--- config.mk ---
export PLATFORM = sky130hd
export DESIGN_NAME = ov7670_capture_ms
export DESIGN_NICKNAME = d
export VERILOG_FILES = /design/src/rtl/ov7670_capture_ms.sv
export SDC_FILE = /design/constraint.sdc
export NUM_CORES = 1
export LEC_CHECK = 0
export CAP_MARGIN = 15
export CORE_ASPECT_RATIO = 0.6
export CORE_MARGIN = 2
export CORE_UTILIZATION = 47
export DETAILED_ROUTE_END_ITERATION = 16
export GPL_TIMING_DRIVEN = 1
export PLACE_DENSITY = 0.72
export SETUP_SLACK_MARGIN = 0.4
export SYNTH_ARGS = -nofsm -noshare
export SYNTH_HDL_FRONTEND = slang
export SYNTH_SLANG_ARGS = --single-unit
--- constraint.sdc ---
create_clock -name Pclock -period 2.1 [get_ports Pclock]
set_input_delay 0.21 -clock Pclock [delete_from_list [all_inputs] [get_ports Pclock]]
set_output_delay 0.21 -clock Pclock [all_outputs]
set_load 0.05 [all_outputs]
--- src/rtl/ov7670_capture_ms.sv ---
// ov7670_capture_ms: OV7670 camera-port capture front end, pixel-clock domain.
//
// Assembles byte pairs into 16-bit pixels in one of four formats. It can optionally
// decimate 2:1 in both axes. It issues linear frame-buffer write strobes
// (PAddress = dest_y*H_OUT + dest_x), built with a running line base rather than
// a multiplier.
//
// Ports:
//   Pclock, Reset            pixel clock (rising edge), synchronous active-high reset
//   Vsync, Href, Data        camera sync and byte bus
//   Fmt, Decim               pixel format / decimation, latched when a frame starts
//   Arm, Continuous          single-shot request / automatic re-arm after each frame
//   ClearErr                 clears the sticky error flags
//   PixelData, PAddress      registered pixel and its write address
//   WPixel                   one-cycle write strobe per kept pixel
//   FrameDone, FrameCount    end-of-frame pulse and wrapping completed-frame count
//   Busy                     capture state machine is not idle
//   Err                      sticky: [0] byte phase, [1] overflow, [2] frame size
//
// H_ACTIVE is expected to be even when Decim is used, so H_ACTIVE>>1 kept pixels fit a line.
module ov7670_capture_ms #(
  parameter int unsigned H_ACTIVE = 176,
  parameter int unsigned V_ACTIVE = 144,
  parameter int unsigned ADDR_W   = 15
) (
  input  logic              Pclock,
  input  logic              Reset,
  input  logic              Vsync,
  input  logic              Href,
  input  logic [7:0]        Data,
  input  logic [1:0]        Fmt,
  input  logic              Decim,
  input  logic              Arm,
  input  logic              Continuous,
  input  logic              ClearErr,
  output logic [15:0]       PixelData,
  output logic [ADDR_W-1:0] PAddress,
  output logic              WPixel,
  output logic              FrameDone,
  output logic              Busy,
  output logic [7:0]        FrameCount,
  output logic [2:0]        Err
);

  // Source counters are one bit wider than needed so over-long lines/frames stay
  // distinguishable from the active limits; they also saturate rather than wrap.
  localparam int unsigned XW = $clog2(H_ACTIVE + 1) + 1;
  localparam int unsigned YW = $clog2(V_ACTIVE + 1) + 1;
  localparam logic [XW-1:0] HLimit = XW'(H_ACTIVE);
  localparam logic [YW-1:0] VLimit = YW'(V_ACTIVE);

  typedef enum logic [1:0] {StIdle, StWaitVsHigh, StWaitVsLow, StActive} state_e;

  state_e            state_q, state_d;
  logic              vsync_q, vsync_d;
  logic              href_q, href_d;
  logic              phase_q, phase_d;
  logic [7:0]        b0_q, b0_d;
  logic [XW-1:0]     src_x_q, src_x_d;
  logic [YW-1:0]     src_y_q, src_y_d;
  logic [ADDR_W-1:0] dest_x_q, dest_x_d;
  logic [ADDR_W-1:0] line_base_q, line_base_d;
  logic [1:0]        fmt_q, fmt_d;
  logic              decim_q, decim_d;
  logic [15:0]       pixel_q, pixel_d;
  logic [ADDR_W-1:0] addr_q, addr_d;
  logic              wpixel_q, wpixel_d;
  logic              done_q, done_d;
  logic              busy_q, busy_d;
  logic [7:0]        count_q, count_d;
  logic [2:0]        err_q, err_d;

  logic              vs_rise, hs_fall;
  logic [2:0]        err_set;
  logic [ADDR_W-1:0] h_out;
  logic              x_over, y_over, pix_keep, line_keep;

  function automatic logic [15:0] fmt_pixel(input logic [1:0] f, input logic [7:0] b0,
                                             input logic [7:0] b1);
    logic [15:0] p;
    unique case (f)
      2'd0:    p = {b0, b1};
      2'd1:    p = {4'h0, b0[3:0], b1};
      2'd2:    p = {8'h00, b0[7:5], b0[2:0], b1[4:3]};
      default: p = {8'h00, b0};
    endcase
    return p;
  endfunction

  assign vs_rise   = Vsync & ~vsync_q;
  assign hs_fall   = ~Href & href_q;
  assign h_out     = decim_q ? ADDR_W'(H_ACTIVE >> 1) : ADDR_W'(H_ACTIVE);
  assign x_over    = (src_x_q >= HLimit);
  assign y_over    = (src_y_q >= VLimit);
  assign pix_keep  = ~decim_q | (~src_x_q[0] & ~src_y_q[0]);
  assign line_keep = ~y_over & (~decim_q | ~src_y_q[0]);

  always_comb begin
    state_d     = state_q;
    vsync_d     = Vsync;
    // Line history only matters inside a frame; holding it low elsewhere avoids a
    // spurious line end on the first active cycle.
    href_d      = (state_q == StActive) & Href;
    phase_d     = phase_q;
    b0_d        = b0_q;
    src_x_d     = src_x_q;
    src_y_d     = src_y_q;
    dest_x_d    = dest_x_q;
    line_base_d = line_base_q;
    fmt_d       = fmt_q;
    decim_d     = decim_q;
    pixel_d     = pixel_q;
    addr_d      = addr_q;
    wpixel_d    = 1'b0;
    done_d      = 1'b0;
    count_d     = count_q;
    err_set     = 3'b000;

    unique case (state_q)
      StIdle: begin
        if (Arm) state_d = StWaitVsHigh;
      end
      StWaitVsHigh: begin
        if (Vsync) state_d = StWaitVsLow;
      end
      StWaitVsLow: begin
        if (!Vsync) begin
          state_d     = StActive;
          fmt_d       = Fmt;
          decim_d     = Decim;
          src_x_d     = '0;
          src_y_d     = '0;
          dest_x_d    = '0;
          line_base_d = '0;
          phase_d     = 1'b0;
        end
      end
      StActive: begin
        if (vs_rise) begin
          // Frame end takes priority over any byte or line event this cycle.
          done_d  = 1'b1;
          count_d = count_q + 8'd1;
          if (src_y_q != VLimit) err_set[2] = 1'b1;
          state_d = Continuous ? StWaitVsLow : StIdle;
        end else if (Href && !Vsync) begin
          if (!phase_q) begin
            b0_d    = Data;
            phase_d = 1'b1;
          end else begin
            phase_d = 1'b0;
            src_x_d = (src_x_q == '1) ? src_x_q : src_x_q + XW'(1);
            if (x_over || y_over) begin
              err_set[1] = 1'b1;
            end else if (pix_keep) begin
              wpixel_d = 1'b1;
              pixel_d  = fmt_pixel(fmt_q, b0_q, Data);
              addr_d   = line_base_q + dest_x_q;
              dest_x_d = dest_x_q + ADDR_W'(1);
            end
          end
        end else if (hs_fall) begin
          if (phase_q) err_set[0] = 1'b1;
          if (src_x_q != HLimit) err_set[2] = 1'b1;
          src_y_d = (src_y_q == '1) ? src_y_q : src_y_q + YW'(1);
          src_x_d = '0;
          phase_d = 1'b0;
          if (line_keep) begin
            dest_x_d    = '0;
            line_base_d = line_base_q + h_out;
          end
        end
      end
      default: state_d = StIdle;
    endcase

    // A fresh error beats a simultaneous clear.
    err_d  = (ClearErr ? 3'b000 : err_q) | err_set;
    busy_d = (state_d != StIdle);
  end

  always_ff @(posedge Pclock) begin
    if (Reset) begin
      state_q     <= StIdle;
      vsync_q     <= 1'b0;
      href_q      <= 1'b0;
      phase_q     <= 1'b0;
      b0_q        <= '0;
      src_x_q     <= '0;
      src_y_q     <= '0;
      dest_x_q    <= '0;
      line_base_q <= '0;
      fmt_q       <= '0;
      decim_q     <= 1'b0;
      pixel_q     <= '0;
      addr_q      <= '0;
      wpixel_q    <= 1'b0;
      done_q      <= 1'b0;
      busy_q      <= 1'b0;
      count_q     <= '0;
      err_q       <= '0;
    end else begin
      state_q     <= state_d;
      vsync_q     <= vsync_d;
      href_q      <= href_d;
      phase_q     <= phase_d;
      b0_q        <= b0_d;
      src_x_q     <= src_x_d;
      src_y_q     <= src_y_d;
      dest_x_q    <= dest_x_d;
      line_base_q <= line_base_d;
      fmt_q       <= fmt_d;
      decim_q     <= decim_d;
      pixel_q     <= pixel_d;
      addr_q      <= addr_d;
      wpixel_q    <= wpixel_d;
      done_q      <= done_d;
      busy_q      <= busy_d;
      count_q     <= count_d;
      err_q       <= err_d;
    end
  end

  assign PixelData  = pixel_q;
  assign PAddress   = addr_q;
  assign WPixel     = wpixel_q;
  assign FrameDone  = done_q;
  assign Busy       = busy_q;
  assign FrameCount = count_q;
  assign Err        = err_q;

endmodule

==> run_results.csv <==
group,metric,value,unit
floorplan,die_y,86.59,um
finish,final_cell_area,8060,um2
floorplan,initial_core_util,47.76,%
synthesis,yosysTopAreaCell,"dfxtp_1",
min_path,min_path_type,"input port to register",
sta,drv_slew,0,
setup_path,path_class,"register to register",
setup_path,worstPathRequired,2.39,ns
setup_path,crit_arrival,2.30,ns
route,via_per_inst,5.739,
synthesis,synth-compound-area-share,17.35,%
power,peakVddDrop,0.0004790,V
sta,slew_headroom,55.00,%
route,ant_nets,0,
place,dpl.hpwl,9987,um
cts,clockRootBuffer,"clkbuf_16",
sta,period_needed,2.006,ns
power,power_frac_clock,43.3,%
synthesis,synthesis.area,5343,um2
floorplan,fp.coreArea,11190,um2
route,drtIter0Drc,443,
global_route,grt_pass1_wl,24560,um
setup_path,cp_max_fo,5,
synthesis,synthAdderAreaFrac,5.386,%
power,p_seq_share,49.8,%
cts,clock_sinks,106,
route,drc,0,
route,num_vias,5337,
floorplan,rows,30,
cts,clkLatencyLatePin,0.35,ns
synthesis,yosysSeqAreaShare,39.72,%
finish,diodes,0,
flow_run,drv_cap,0,
sta,rsz0062_at_grt,"yes",
finish,syn_to_final_growth,50.87,%
place,port_buffers,62,
cts,tritoncts,"done",
floorplan,io-pin-count,63,
synthesis,synthDistinctLibCells,62,
cts,cts_buffers,9,
sta,tightest_slew,0.6741,ns
power,p_switching,1.006,mW
synthesis,synth_top_area_share,39.72,%
cts,htree_levels,3,
synthesis,synth-seq-cells,106,
setup_path,start_kind,"register",
route,routedWlPerCell,17.54,um
global_route,first_global_vias,5001,
sta,hold_viol,0,
synthesis,synth-xor-area-share,6.721,%
global_route,grt_max_degree,49,
synthesis,synth_top_flop_cell,"dfxtp_1",
synthesis,synth_warnings,0,
power,total_power,4.075,mW
synthesis,synth_edf_count,0,
global_route,antenna_found_initial,0,
cts,cts.clk_slew.worst_paths,0.07,ns
global_route,grt_overflow,0,
global_route,grt_usage,25.00,%
synthesis,synth_nets,691,
sta,post-route-period-util,95.55,%
cts,clock_path_buffers,2,
place,routabilityCongestion,0.8832,
place,dpl_cell_area,6550,um2
finish,final_net_count,823,
synthesis,synth_top_family_by_area,"simple AND/OR/NAND/NOR gates",
power,powerDensity,505.5,nW/um2
synthesis,synthTopCellsByArea,"dfxtp_1, a21oi_1, nand2_1",
power,power_frac_comb,6.9,%
status,status,"finished clean",
setup_path,setup.worst_path.end_class,"register",
finish,final_cells,930,
sta,clock_skew,0.005498,ns
sta,setup_viol,0,
sta,fin_tns_setup,0,ns
floorplan,dieWidth,141.6,um
sta,fin_hold_ws,0.2874,ns
power,sw_frac_of_total,24.68,%
power,p_int,3.069,mW
synthesis,synth.avg_cell_area,8.219,um2
sta,fmax,0.4984,GHz
cts,cts_hold_buf,0,
synthesis,synthArstFlopShare,0,%
finish,drive_gt1_share,34.48,%
synthesis,synthMuxAreaShare,2.248,%
place,dp.cells,873,
power,leakage,3.290,nW
route,routed_wl,16310,um
synthesis,netlist_instances,650,
setup_path,rrSetupSlack,0.09,ns
synthesis,synth-simple-area-share,24.59,%
route,first_pass_iters,5,
floorplan,die_area,12260,um2
power by group through the flow:
stage / clock network [mW] / logic, mW / registers (mW)
floorplan: 0 / 0.129 / 2.09
global placement: 0 / 0.221 / 2.09
detailed placement: 0 / 0.224 / 2.09
CTS: 1.76 / 0.252 / 2.03
global route: 1.86 / 0.295 / 2.03
finish: 1.76 / 0.279 / 2.03
layer usage:
metal | track usage [%] | vias up | part of all wire (%)
met5 | 0 | - | 0
met3 | 5.028 | 26 | 5.4
met4 | 5.818 | 0 | 1.6
li1 | - | 2559 | -
met2 | 39.23 | 172 | 46
met1 | 35.70 | 2580 | 47
registers in the layout, summed over array words and instances, names as in the netlist, 3 cells and up:
name	cells
dest_x_q	15
src_x_q	9
line_base_q	12
PAddress	15
PixelData	16
FrameCount	8
src_y_q	9
b0_q	8
Err	3
timing repair:
action | 4_1_cts | 5_1_grt
endpoints found under the setup margin | 118 | 95
pin swaps | 38 | 62
setup buffers | 29 | 9
cloned | 4 | 0
gates resized for setup | 131 | 115
layout make-up:
cell class                 instances  area [um2]
tap                              144       180.2
multi-input combinational        497        3794
clock inverter                     6       73.82
sequential                       106        2183
inverter                          13       48.80
fill                             772        3126
timing repair buffer             155        1555
clock buffer                       9       225.2
worst max-delay path, cell delays in order, from the launching register on:
cell      delay (ns)
dfxtp_4         0.37
o31ai_4         0.36
o211a_4         0.25
a41oi_4         0.15
nor2_4          0.20
buf_6           0.17
buf_12          0.11
buf_16          0.10
o211ai_1        0.09
a21oi_1         0.14
synth_stat cells (2+ instances only):
master	n
nand3b_1	5
a311oi_1	3
xor2_1	23
a211oi_1	7
inv_1	13
buf_2	8
nand2_1	80
ha_1	23
and3_1	6
or2_2	3
buf_4	2
nor2_1	75
and4_1	2
a221oi_1	2
nor4_1	7
nand4_1	13
nand2b_1	7
nor2b_1	4
o21ai_0	26
or4_1	2
buf_6	2
o21a_1	4
nand3_1	27
xnor2_1	18
or3_1	7
dfxtp_1	106
and2_1	3
nor3_1	19
o21ai_1	2
o211ai_1	7
a31oi_1	6
nor3b_1	4
a21oi_1	72
clkbuf_1	21
mux2i_1	12
a21o_1	3
through the flow:
| stage | util [%] | setup WS, ns |
|---|---|---|
| 3_5_place_dp | 58.56 | -0.1608 |
| 3_3_place_gp | 58.56 | -0.08384 |
| 2_1_floorplan | - | 0.2672 |
| 5_1_grt | 72.06 | 0.01232 |
| 6_report | 72.06 | 0.09352 |
| 4_1_cts | 67.53 | 0.1261 |
layout by cell type, fill, tap and decap left out, types with 16 or more instances in the layout:
cell / instances
o21ai_0: 18
nor2_1: 65
buf_4: 61
dfxtp_1: 79
dlygate4sd2_1: 35
xnor2_1: 17
clkdlybuf4s50_1: 16
a21oi_2: 23
a21oi_1: 49
nand2_1: 58
nand3_1: 20
buf_6: 20
dfxtp_2: 16
xor2_1: 23
cells by family after synthesis:
| family | Yosys count |
|---|---|
| and+or+nand+nor | 273 |
| AOI/OAI and AO/OA | 147 |
| DFF | 106 |
| buffers and inverters | 47 |
| xor gates and xnor gates | 41 |
| adders and majority gates | 23 |
| muxes | 12 |
| other | 1 |
worst paths after layout:
check	start	end	cells past startpoint
min	Reset	vsync_q$_SDFF_PP0_	2
max reg2reg	src_y_q[5]$_SDFFE_PP0P_	PixelData[2]$_SDFFE_PP0P_	9
max	src_y_q[5]$_SDFFE_PP0P_	PixelData[2]$_SDFFE_PP0P_	9
min reg2reg	PixelData[1]$_SDFFE_PP0P_	PixelData[1]$_SDFFE_PP0P_	2
Note: power is estimated with default switching activity, not from simulation.
